**config.mk**
```make
export PLATFORM = sky130hd
export DESIGN_NAME = usb_rx_decoder
export DESIGN_NICKNAME = d
export VERILOG_FILES = /design/src/rtl/usb_rx_decoder.sv
export SDC_FILE = /design/constraint.sdc
export NUM_CORES = 1
export LEC_CHECK = 0
export BUFFER_PORTS_ARGS = -buffer_cell sky130_fd_sc_hd__buf_4
export CORE_ASPECT_RATIO = 0.6
export CORE_MARGIN = 2
export CORE_UTILIZATION = 58
export CTS_CLUSTER_SIZE = 24
export DETAILED_ROUTE_END_ITERATION = 7
export PLACE_DENSITY = 0.78
export SLEW_MARGIN = 20
export SYNTH_ARGS = -nofsm -noshare
export SYNTH_HDL_FRONTEND = slang
export SYNTH_SLANG_ARGS = --single-unit
```
**constraint.sdc**
```tcl
create_clock -name clk -period 2.2 [get_ports clk]
set_clock_uncertainty 0.2 [all_clocks]
set_input_delay 0.11 -clock clk [delete_from_list [all_inputs] [get_ports clk]]
set_output_delay 0.11 -clock clk [all_outputs]
set_load 0.01 [all_outputs]
```
**src/rtl/usb_rx_decoder.sv**
```systemverilog
// usb_rx_decoder: low-speed USB receive path. It hunts for SYNC, NRZI-decodes and bit-unstuffs the line,
// and assembles LSB-first bytes with EOP and error flags on a UTMI-like byte interface.
package usb_rx_types_pkg;
   typedef enum logic [1:0] {SE0 = 2'b00, J = 2'b01, K = 2'b10, SE1 = 2'b11} d_port_t;
endpackage

module usb_rx_decoder
   import usb_rx_types_pkg::*;
#(
   parameter int MIN_SYNC_ZEROS = 3
) (
   input  logic       clk,
   input  logic       reset,
   input  logic       strobe,
   input  d_port_t    q,
   output logic [7:0] rx_data,
   output logic       rx_valid,
   output logic       rx_active,
   output logic       rx_error,
   output logic       rx_eop
);
   typedef enum logic [2:0] {IDLE, SYNC, DATA, EOP1, EOP2, ERR} state_t;
   localparam logic [2:0] MIN_Z = 3'(MIN_SYNC_ZEROS);

   state_t     state, state_n;
   d_port_t    prev_sym, prev_sym_n;
   logic [2:0] zcnt, zcnt_n, ones, ones_n, bitcnt, bitcnt_n;
   logic [7:0] shreg, shreg_n, rx_data_n;
   logic       rx_valid_n, rx_active_n, rx_error_n, rx_eop_n, err_seen, err_seen_n;
   logic       is_data, bit_v, err;

   always_comb begin
      state_n     = state;
      prev_sym_n  = prev_sym;
      zcnt_n      = zcnt;
      ones_n      = ones;
      bitcnt_n    = bitcnt;
      shreg_n     = shreg;
      rx_data_n   = rx_data;
      rx_active_n = rx_active;
      err_seen_n  = err_seen;
      rx_valid_n  = 1'b0;
      rx_error_n  = 1'b0;
      rx_eop_n    = 1'b0;
      err         = 1'b0;
      is_data     = (q == J) || (q == K);
      bit_v       = (q == prev_sym);
      if (strobe) begin
         if (is_data) prev_sym_n = q;
         case (state)
            IDLE: if (q == K) begin
               zcnt_n  = 3'd1;
               state_n = SYNC;
            end
            SYNC: if (is_data && !bit_v) zcnt_n = (zcnt == 3'd7) ? 3'd7 : zcnt + 3'd1;
               else if (is_data && zcnt >= MIN_Z) begin
                  state_n     = DATA;
                  rx_active_n = 1'b1;
                  ones_n      = 3'd1;
                  bitcnt_n    = 3'd0;
                  err_seen_n  = 1'b0;
               end else state_n = IDLE;
            DATA: if (q == SE0) begin
               state_n = EOP1;
               err     = (bitcnt != 3'd0);
            end else if (q == SE1) begin
               state_n = ERR;
               err     = 1'b1;
            end else if (ones == 3'd6) begin
               // ones==6 means this bit is the inserted stuff 0
               if (bit_v) begin
                  state_n = ERR;
                  err     = 1'b1;
               end else ones_n = 3'd0;
            end else begin
               shreg_n  = {bit_v, shreg[7:1]};
               bitcnt_n = bitcnt + 3'd1;
               ones_n   = bit_v ? ones + 3'd1 : 3'd0;
               if (bitcnt == 3'd7) begin
                  rx_data_n  = shreg_n;
                  rx_valid_n = 1'b1;
               end
            end
            EOP1, EOP2: if (q == J) begin
               rx_eop_n    = 1'b1;
               rx_active_n = 1'b0;
               state_n     = IDLE;
            end else if (q == SE0) state_n = EOP2;
               else begin
                  state_n = ERR;
                  err     = 1'b1;
               end
            ERR: if (q == SE0) state_n = EOP1;
            default: state_n = IDLE;
         endcase
         // only the first error of a packet is reported
         rx_error_n = err && !err_seen;
         if (err) err_seen_n = 1'b1;
      end
   end

   always_ff @(posedge clk or negedge reset)
      if (!reset) begin
         state     <= IDLE;
         prev_sym  <= J;
         zcnt      <= '0;
         ones      <= '0;
         bitcnt    <= '0;
         shreg     <= '0;
         rx_data   <= '0;
         rx_valid  <= 1'b0;
         rx_active <= 1'b0;
         rx_error  <= 1'b0;
         rx_eop    <= 1'b0;
         err_seen  <= 1'b0;
      end else begin
         state     <= state_n;
         prev_sym  <= prev_sym_n;
         zcnt      <= zcnt_n;
         ones      <= ones_n;
         bitcnt    <= bitcnt_n;
         shreg     <= shreg_n;
         rx_data   <= rx_data_n;
         rx_valid  <= rx_valid_n;
         rx_active <= rx_active_n;
         rx_error  <= rx_error_n;
         rx_eop    <= rx_eop_n;
         err_seen  <= err_seen_n;
      end
endmodule

```
Yosys cells after proc, flatten, opt, wreduce, memory -nomap -nowiden

Cells that the tools add are included.

Output and inout port bits: 12
Bits in registers: 35
Word-level logic and storage cells: 122
Bits of input ports: 5

Equality and inequality tests: 25
Reductions and logical operators: 24
Muxes and demuxes: 54
$add $sub $neg: 3
Bitwise gates (word level): 3
$lt $le $gt $ge: 1

Operators with widths:

| cell                                                               | count |
|---|---|
| two-way mux 3 bit                                                  | 22 |
| two-way mux 1 bit                                                  | 25 |
| != test 2 bit (second input constant)                              | 9 |
| one-hot mux 3 bit (2 select lines)                                 | 3 |
| == test 3 bit (second input constant)                              | 5 |
| one-hot mux 3 bit (5 select lines)                                 | 1 |
| AND reduction 7 bit                                                | 2 |
| AND reduction 6 bit                                                | 2 |
| AND reduction 5 bit                                                | 2 |
| nonzero test 2 bit                                                 | 5 |
| adder 3 x 1 -> 3 bit (second input constant)                       | 3 |
| != test 4 bit (second input constant)                              | 2 |
| AND reduction 4 bit                                                | 2 |
| == test 3 x 2 -> 1 bit (second input constant)                     | 2 |
| == test 2 bit (second input constant)                              | 2 |
| one-hot mux 1 bit (2 select lines)                                 | 2 |
| == test 3 x 1 -> 1 bit (second input constant)                     | 1 |
| greater-or-equal comparator 3 x 2 -> 1 bit (second input constant) | 1 |
| logical AND 1 bit                                                  | 3 |
| zero test 3 bit                                                    | 1 |
| != test 3 bit (second input constant)                              | 1 |
| inverter 1 bit                                                     | 3 |
| nonzero test 3 bit                                                 | 1 |
| == test 2 x 1 -> 1 bit (second input constant)                     | 1 |
| other kinds (8)                                                    | 9 |

Logic depth before layout (Yosys ltp)

Gate-level depths: netlist of run 1.

Depth after elaboration: 9
Gate-level depth with buffers: 7
Mapped depth without buffers: 7

Least setup slack after synthesis of run 1

OpenSTA, ideal clock, no wires.

Path kind: reg2reg
Start point: register ones[0]
End point: register ones[0]
Arrival time: 1.632 ns
Setup time: 0.125 ns
Setup slack: 0.243 ns
Required time: 1.875 ns
Path buffers: 0
Stages on the path, launching flop included: 8
Clock period less this slack: 1.957 ns
Cell sequence: dfrtp_1 > inv_1 > ha_1 > nand4b_1 > or4_1 > and3_4 > nand2_4 > mux2_4

Cells in the longest elaborated chain, start to end: 6
Elaborated cells between the ends (all ways): 9
Classes of those cells: 1 x add/sub; 2 x eq/ne; 5 x mux; 1 x reduce/logical

Ends and longest elaborated chain:

| element                            | line | text |
|---|---|---|
| start, declared                    | 27   | `logic [2:0] zcnt, zcnt_n, ones, ones_n, bitcnt, bitcnt_n;` |
| start signal, assigned             | 120  | `ones <= ones_n;` |
| adder 3 x 1 -> 3 bit               | 78   | `ones_n = bit_v ? ones + 3'd1 : 3'd0;` |
| two-way mux 3 bit                  | 78   |  |
| two-way mux 3 bit                  | 69   | `end else if (ones == 3'd6) begin` |
| two-way mux 3 bit                  | 66   | `end else if (q == SE1) begin` |
| two-way mux 3 bit                  | 63   | `DATA: if (q == SE0) begin` |
| one-hot mux 3 bit (2 select lines) | 50   | `case (state)` |

Parallel ways exist; a longest one is shown, timed or not. The select of a mux whose other input is x is not followed.
A chain may end at the register's enable or synchronous reset.

Worst setup path in the final report of run 1

Start point: input q[1]
End point: register ones[0]

Cells in the longest elaborated chain, start to end: 6
Elaborated cells between the ends (all ways): 20
Classes of those cells: 9 x eq/ne; 5 x mux; 6 x reduce/logical

Ends and longest elaborated chain:

| element                            | line | text |
|---|---|---|
| start, declared                    | 15   | `input d_port_t q,` |
| == test 2 bit                      | 47   | `bit_v = (q == prev_sym);` |
| two-way mux 3 bit                  | 78   |  |
| two-way mux 3 bit                  | 69   |  |
| two-way mux 3 bit                  | 66   |  |
| two-way mux 3 bit                  | 63   |  |
| one-hot mux 3 bit (2 select lines) | 50   |  |

Parallel ways exist; a longest one is shown, timed or not. The select of a mux whose other input is x is not followed.

==> results of run 1 <==
[through the flow]
stage               hold WS, ns  setup slack [ns]
floorplan                -0.386             0.243
global placement         -0.129             0.159
detailed placement       -0.120             0.115
CTS                       0.120            0.0530
global route              0.150           0.00299
finish                    0.107            0.0511
[layout make-up]
cell class	instances	area share (%)
Multi-Input combinational cell	122	42.9
Clock buffer	6	3.71
Clock inverter	2	0.562
Sequential cell	34	38.3
Inverter	10	1.69
Timing Repair Buffer	30	10.6
Tap cell	42	2.36
[cells in the final DEF (no fill, tap or decap), types with 4 or more instances in the layout]
cell type,n
a21oi_1,10
buf_4,26
clkbuf_8,6
dfrtp_1,33
dlygate4sd3_1,4
ha_1,9
inv_1,10
mux2_2,16
mux2i_1,4
nand2_1,17
nor2_1,11
o21ai_0,10
[power by group through the flow]
stage / sequential (mW) / clock (mW) / combinational (mW)
6_report: 0.876 / 0.468 / 1.03
5_1_grt: 0.894 / 0.506 / 1.12
4_1_cts: 0.875 / 0.479 / 0.973
3_5_place_dp: 0.884 / 0 / 0.964
3_3_place_gp: 0.871 / 0 / 0.911
2_1_floorplan: 0.837 / 0 / 0.769
[per-layer routing]
layer  GRT usage [%]  vias up
met4            5.71        0
met1            29.5      668
met5               0        -
met2            38.6       33
li1                -      670
met3            5.00        6
[cells by family (layout without fill, tap and decap cells)]
group / after synthesis / after routing
and+or+nand+nor: 53 / 53
AOI/OAI and AO/OA: 35 / 35
DFF: 34 / 34
muxes: 22 / 22
buffers and inverters: 15 / 48
adders and majority gates: 10 / 10
xor gates and xnor gates: 2 / 2
[how the worst max path moves through the flow]
stage                                  from               endpoint  slack (ns)
floorplan               ones[0]$_DFFE_PN0P_    ones[0]$_DFFE_PN0P_        0.24
global placement    prev_sym[0]$_DFFE_PN1P_   state[1]$_DFFE_PN0P_        0.16
detailed placement      ones[0]$_DFFE_PN0P_    ones[1]$_DFFE_PN0P_        0.11
CTS                                    q[0]  bitcnt[2]$_DFFE_PN0P_        0.05
global route                           q[0]  bitcnt[2]$_DFFE_PN0P_       0.003
finish                                 q[1]    ones[0]$_DFFE_PN0P_        0.05
[flip-flops by register name, indices dropped and copies added (netlist names), 2 cells and up]
signal    cells
rx_data       8
shreg         7
bitcnt        3
ones          3
state         3
zcnt          3
prev_sym      2
[what timing repair did]
item,4_1_cts,5_1_grt
resized for setup,0,2
setup endpoints to repair,0,10
endpoints found under the hold margin,37,0
setup buffers,0,4
hold buffers,4,0
[worst reg2reg max path, cell delays in order, from the launching register on]
cell and delay [ns]:
dfrtp_1 0.51, buf_4 0.20, nand4b_1 0.08, or4_1 0.44, and3_4 0.19, nand2_4 0.08, mux2_4 0.29
==> metrics.csv, run 1 <==
metric,value,unit
synth_cells,171,
synth_top_cell_by_area,dfrtp_1,
synth_fp_nets,186,
r2r_cells,6,
rows,15,
critical_path_class,input port to flop,
vias,1377,
drt_pass1_iterations,4,
setup_viol_count_final,0,
yosys.cell_count.top_type,dfrtp_1,
ys_ff_latch,34,
cp-end-kind,flop,
synth.avg_cell_area,11.0,µm²
routed.top_layer,met4,
synthSimpleGateAreaFrac,16.6,%
clockPowerShare,19.7,%
gp_congestion,0.948,
synth-compound-area-share,13.0,%
synth_fa_ha_area_share,6.65,%
synth_top_family_by_area,simple AND/OR/NAND/NOR gates,
period_share,97.7,%
ys.flop_type,dfrtp_1,
p_switching,0.879,mW
grt_pass1_wl,6190,µm
placed_cell_area,2060,µm²
grt_pass1_vias,1369,
drive_above_1_share,32.4,%
antenna_found_initial,0,
clockBufferDepth,2,
reg2reg_to,ones[0]$_DFFE_PN0P_,
synth_area,1880,µm²
seq_area,852,µm²
r2r_slack,0.10,ns
finalSetupTns,0,ns
grt_remaining_overflow,0,
antenna_left,0,
p_sw_share,37.0,%
drc_errors,0,
rsz0062_at_grt,false,
synth-edff-count,0,
cts_tree,done,
leakagePower,1.10,nW
die_x,77.5,µm
max_clock_freq,465,MHz
ys_seq_area_share,45.3,%
tightest_slew,0.419,ns
cp_top_family,simple AND/OR/NAND/NOR gates,
synth_common_cells,"33 x dfrtp_1, 17 x nand2_1, 16 x mux2_2",
dp.cells,230,
cp_slowest_stage_delay,0.57,ns
numClockSinks,34,
clk_pin_slew,0.07,ns
final_cells,246,
ys_types,48,
via_per_inst,5.60,
cts_inserted_buffers,5,
synth_xor_area_share,0.931,%
dr.first_iter.drc_count,119,
diodes,0,
path_max_fanout,5,
hold_path.class,input port to asynchronous set/reset pin,
clock_latency,0.28,ns
top_level_ports,17,
worstReg2RegStart,state[1]$_DFFE_PN0P_,
drv_cap,0,
p_per_area,1070,nW/µm²
cts_max_level,2,
cp.required,2.16,ns
die_height,48.1,µm
peakVddDrop,861,µV
track_usage,22.2,%
wl_met2,1670,µm
p_int,1.49,mW
slowest_stage,or4_1,
critical_path_buf_inv_count,2,
finalCriticalPeriod,2.15,ns
n_fill_cell,199,
ys_warn_count,0,
grt_max_degree,35,
die-area,3730,µm²
power,2.37,mW
fin_util,74.6,%
wl_per_cell,15.4,µm
coreArea,2980,µm²
synthArstFlopShare,100,%
hold_violations,0,
max_slew_margin,72.1,%
ys_top_cells_by_area,"dfrtp_1 44%, mux2_2 9.6%, ha_1 6.7%, nand2_1 3.4%, a21oi_1 2.7%",
cp-start-kind,input port,
worst-path-stages,7,
initial_core_util,63.0,%
drv_slew,0,
path_cells,dlygate4sd3_1 > buf_4 > xor2_1 > or4_1 > and3_4 > nand2_4 > mux2_4,
dp_hpwl,2840,µm
wl_met1,1890,µm
fin_area,2230,µm²
pwr-share-comb,43.4,%
status,finished clean,
dr_wl_met3,169,µm
final_nets,218,
numPortBuffers,16,
cts-root-buf,clkbuf_8,
muxShareOfSynthArea,13.3,%
worstPathArrival,2.11,ns
yosys.area.top_type_share,43.9,%
area_growth,18.4,%
multi_input_area,955,µm²
drt-total-wl,3780,µm
seqPwrFrac,36.9,%
(Power assumes the default switching activity.)
==> run 2, diff against run 1 <==
CORE_ASPECT_RATIO = unset   (was 0.6)
CTS_BUF_LIST = sky130_fd_sc_hd__clkbuf_16   (was unset)
==> run 2 against run 1 <==
- global-route usage rose by 0.35 points
- core utilization is 1.5 points lower
- sequential share of layout area shrank 0.43 points
- die area down 0.40%
- non-clock buffer count shrank 4
- final cell count down 1.2%
- first-iteration DRC count shrank 61%
- hold slack better by 0.0063 ns
==> metrics.csv, run 2 (same netlist as run 1, synthesis figures left out) <==
metric,value,unit,change
tightest_slew,0.422,ns,+0.00269 ns
placed_cell_area,2060,µm²,+0.12%
final_nets,214,,-1.8%
grt_pass1_wl,5950,µm,-3.9%
finalCriticalPeriod,2.13,ns,-0.0214 ns
diodes,0,,unchanged
cts_inserted_buffers,5,,unchanged
hold_path.class,input port to asynchronous set/reset pin,,
p_per_area,1100,nW/µm²,+3.3%
top_regs,"rx_data (8), shreg (7)",,
top_level_ports,17,,unchanged
fin_area,2250,µm²,+1.1%
path_cells,dlygate4sd3_1 > buf_4 > xor2_1 > or4_4 > and3_4 > nand2_4 > mux2_4,,
antenna_found_initial,0,,unchanged
area_growth,19.8,%,
drt_pass1_iterations,4,,unchanged
cp.required,2.16,ns,about the same
numPortBuffers,16,,unchanged
clockBufferDepth,2,,unchanged
critical_path_class,input port to flop,,
peakVddDrop,647,µV,-25%
post-place-ws,0.0905,ns,-0.0244 ns
drv_slew,0,,unchanged
regMostFlops,rx_data,,
grt_pass1_vias,1327,,-3.1%
drt-total-wl,3730,µm,-1.4%
cts_tree,done,,
slowest_stage,or4_4,,
gp_congestion,0.906,,-4.5%
postCtsSetupBuffers,0,,unchanged
cp-start-kind,input port,,
largest_register_ff_count,8,,unchanged
cp-end-kind,flop,,
path_max_fanout,5,,unchanged
setup_viol_count_final,0,,unchanged
grt_remaining_overflow,0,,unchanged
initial_core_util,61.1,%,-1.9 points
coreArea,3080,µm²,+3.1%
drv_cap,0,,unchanged
status,finished clean,,
dr.first_iter.drc_count,46,,-61%
final.setup.worst_slack,0.0725,ns,+0.0214 ns
leakagePower,1.10,nW,+0.69%
dp_hpwl,2690,µm,-5.1%
numClockSinks,34,,unchanged
max_clock_freq,470,MHz,+1.0%
worstPathArrival,2.09,ns,-0.02 ns
n_fill_cell,229,,+15%
track_usage,22.5,%,+0.35 points
die-area,3710,µm²,-0.40%
die_height,60.9,µm,+27%
wl_per_cell,15.3,µm,-0.19%
cts_max_level,2,,unchanged
die_x,60.9,µm,-21%
rsz0062_at_grt,false,,
drive_above_1_share,31.2,%,-1.2 points
final_cell_mix,"33 x dfrtp_1, 22 x buf_4, 17 x nand2_1, 16 x mux2_2, 11 x nor2_1",,
hold_violations,0,,unchanged
drc_errors,0,,unchanged
clock_latency,0.28,ns,about the same
cts-root-buf,clkbuf_16,,
period_share,96.7,%,-0.97 points
grt_max_degree,35,,unchanged
layout_commonest_cell,dfrtp_1,,
via_per_inst,5.68,,+1.5%
finalSetupTns,0,ns,unchanged
cp_slowest_stage_delay,0.55,ns,-0.02 ns
antenna_left,0,,unchanged
rows,20,,+5
vias,1381,,+0.29%
clk_pin_slew,0.05,ns,-0.02 ns
max_slew_margin,71.9,%,-0.18 points
-- run 2: cell count changes in the layout (fill, tap and decap cells not counted), sizes merged --
cell,previous run,this run
buf,26,22
clkbuf,6,5
clkinv,1,2
clkinvlp,1,0
-- run 2: worst max-delay path: cells and delay by family --
| kind | cells | cell delay (ns) |
|---|---|---|
| XOR/XNOR | 1 | 0.18 |
| buffers and inverters | 2 | 0.69 |
| multiplexers | 1 | 0.29 |
| AND/OR/NAND/NOR | 3 | 0.81 |
-- run 2: repair_timing --
item                                    CTS  global route
hold endpoints to repair                 37             0
hold buffers                              4             0
resized for setup                         0             4
endpoints found under the setup margin    0            13
-- run 2: path summary, 6_finish.rpt --
check	from	to	slack [ns]	cells after the start
setup / recovery	q[1]	ones[1]$_DFFE_PN0P_	0.07	7
hold / removal	reset	shreg[2]$_DFFE_PN0P_	0.11	2
setup reg to reg	ones[0]$_DFFE_PN0P_	ones[1]$_DFFE_PN0P_	0.08	7
hold reg to reg	err_seen$_DFFE_PN0P_	rx_error$_DFF_PN0_	0.24	1
max in group asynchronous	reset	prev_sym[0]$_DFFE_PN1P_	1.35	2
min in group clk	err_seen$_DFFE_PN0P_	rx_error$_DFF_PN0_	0.24	1
-- run 2: power by group --
group / switching (mW) / internal (mW)
registers: 0.147 / 0.741
clock network: 0.244 / 0.408
logic: 0.478 / 0.463
-- run 2: final cells by class --
cell class	instances	area [µm²]	area share (%)
timing repair buffer	26	205	9.11
clock buffer	5	125	5.56
clock inverter	2	10.0	0.444
sequential	34	852	37.8
tap	44	55.1	2.44
inverter	10	37.5	1.67
multi-input combinational	122	967	42.9
-- run 2: per-layer routing --
layer  up-vias  share of wire [%]  GRT usage [%]
met3         8                2.8           5.54
met5         -                  0              0
met2        26                 52           40.4
met1       688                 43           24.6
met4         0                2.2           11.2
li1        659                  -              -
-- run 2: metrics by stage --
stage                     total power, mW  util [%]  instances  hold slack, ns
final                                2.48      73.2        243           0.113
after global placement               1.77      67.0        232          -0.127
after CTS                            2.48      72.6        243           0.139
after floorplan                      1.61         -        171          -0.386
after global routing                 2.63      73.2        243           0.156
after detailed placement             1.82      67.0        232          -0.118
==> run 3, diff against run 2 <==
CTS_CLUSTER_SIZE = unset   (was 24)
REMOVE_ABC_BUFFERS = 1   (was unset)
TNS_END_PERCENT = 10   (was unset)
==> run 3 against run 2 <==
- final area is 0.44% lower
- die area stayed put
- critical path depth did not move
- clock power hardly changed
- power increased by 0.59%
- critical path type unchanged
==> metrics.csv, run 3 (same netlist as run 1, synthesis figures left out) <==
metric,value,unit,change
top_regs,"rx_data (8), shreg (7)",,
period_share,98.6,%,+1.9 points
drive_above_1_share,30.0,%,-1.2 points
met1_usage,30.7,%,+6.1 points
crit_start,q[1],,
setup_viol_count_final,0,,unchanged
grt_max_degree,35,,unchanged
drv_cap,0,,unchanged
power,2.50,mW,+0.59%
top_usage_layer,met2,,
seq_area,852,µm²,unchanged
placed_cell_area,2050,µm²,-0.36%
antenna_found_initial,0,,unchanged
coreArea,3080,µm²,unchanged
finalSetupTns,0,ns,unchanged
rows,20,,unchanged
die_height,60.9,µm,unchanged
max_slew_margin,71.5,%,-0.37 points
die_x,60.9,µm,unchanged
grt_remaining_overflow,0,,unchanged
largest_register_ff_count,8,,unchanged
max_clock_freq,461,MHz,-1.9%
grt_pass1_wl,6270,µm,+5.5%
drc_errors,0,,unchanged
cts-root-buf,clkbuf_16,,
die-area,3710,µm²,unchanged
clockBufferDepth,2,,unchanged
drv_slew,0,,unchanged
antenna_left,0,,unchanged
peakVddDrop,645,µV,-0.32%
area_growth,19.2,%,
path_max_fanout,5,,unchanged
drt_pass1_iterations,4,,unchanged
p_per_area,1110,nW/µm²,+1.0%
use_met3,6.61,%,+1.1 points
critical_path_class,input port to flop,,
cp-end-kind,flop,,
hold_path.class,input port to asynchronous set/reset pin,,
critical_path_buf_inv_count,2,,unchanged
grt_pass1_vias,1326,,-0.075%
drt-total-wl,3870,µm,+3.8%
cp_slowest_stage_delay,0.57,ns,+0.02 ns
met2_usage,37.2,%,-3.2 points
tightest_slew,0.427,ns,+0.00552 ns
multi_input_area,955,µm²,-1.3%
clk_pin_slew,0.05,ns,about the same
cts_tree,done,,
slowest_stage,or4_1,,
dp_hpwl,2700,µm,+0.23%
vias,1398,,+1.2%
cp_top_family,simple AND/OR/NAND/NOR gates,,
r2r_slack,0.07,ns,about the same
n_fill_cell,236,,+3.1%
path_cells,dlygate4sd3_1 > buf_4 > xor2_1 > or4_1 > and3_4 > nand2_4 > mux2_4,,
gp_congestion,0.929,,+2.6%
status,finished clean,,
hold_slack,0.115,ns,+0.00156 ns
clock_latency,0.28,ns,about the same
rsz0062_at_grt,true,,
fin_area,2240,µm²,-0.44%
numPortBuffers,16,,unchanged
numClockSinks,34,,unchanged
layout_commonest_cell,dfrtp_1,,
cp-start-kind,input port,,
finalCriticalPeriod,2.17,ns,+0.0413 ns
worstReg2RegStart,ones[0]$_DFFE_PN0P_,,
worstPathArrival,2.13,ns,+0.04 ns
via_per_inst,5.73,,+0.82%
final_cell_mix,"33 x dfrtp_1, 22 x buf_4, 17 x nand2_1, 16 x mux2_2",,
top_level_ports,17,,unchanged
cp.required,2.16,ns,about the same
track_usage,23.7,%,+1.2 points
wl_per_cell,15.9,µm,+3.4%
dr.first_iter.drc_count,51,,+11%
final_nets,214,,unchanged
initial_core_util,61.1,%,unchanged
hold_violations,0,,unchanged
cts_max_level,2,,unchanged
regMostFlops,rx_data,,
cts_inserted_buffers,5,,unchanged
leakagePower,1.10,nW,-0.21%
diodes,0,,unchanged
==> run 3: layer usage <==
layer | part of all wire [%] | vias up
met4 | 2.3 | 0
met5 | 0 | -
met2 | 48 | 51
met3 | 5.7 | 13
met1 | 44 | 670
li1 | - | 664
==> run 3: worst paths after layout <==
| check | depth (start not counted) | endpoint |
|---|---|---|
| hold reg to reg | 1 | rx_error$_DFF_PN0_ |
| hold / removal | 2 | zcnt[0]$_DFFE_PN0P_ |
| setup reg to reg | 7 | ones[0]$_DFFE_PN0P_ |
| min in group clk | 1 | rx_error$_DFF_PN0_ |
| max in group asynchronous | 2 | prev_sym[0]$_DFFE_PN1P_ |
| setup / recovery | 7 | ones[0]$_DFFE_PN0P_ |
==> run 3: worst register-to-register path: stages, from the launching register on <==
cell,delay [ns]
dfrtp_1,0.41
inv_1,0.07
ha_1,0.20
nand4b_1,0.10
or4_1,0.46
and3_4,0.19
nand2_4,0.09
mux2_4,0.30
==> run 3: timing repair <==
item | in CTS | in global routing
hold buffers | 4 | 0
endpoints found under the setup margin | 0 | 10
endpoints found under the hold margin | 37 | 0
setup buffers | 0 | 1
resized for setup | 0 | 3
==> run 3: final cells by class <==
class / instances / area share, %
Multi-Input combinational cell: 122 / 42.6
Timing Repair Buffer: 26 / 9.15
Clock buffer: 5 / 5.58
Inverter: 10 / 1.67
Tap cell: 44 / 2.46
Sequential cell: 34 / 38.0
Clock inverter: 3 / 0.558
==> run 3: per-stage QoR <==
step                worst slack (ns)  util [%]  instances
detailed placement            0.0914      66.7        231
CTS                           0.0420      72.5        243
global route                 -0.0247      72.8        244
floorplan                      0.237         -        166
finish                        0.0312      72.8        244
global placement               0.126      66.7        231
==> run 3: power breakdown <==
| part | total, mW | internal [mW] | switching (mW) |
|---|---|---|---|
| Combinational | 0.968 | 0.463 | 0.504 |
| Sequential | 0.875 | 0.741 | 0.134 |
| Clock | 0.653 | 0.408 | 0.245 |
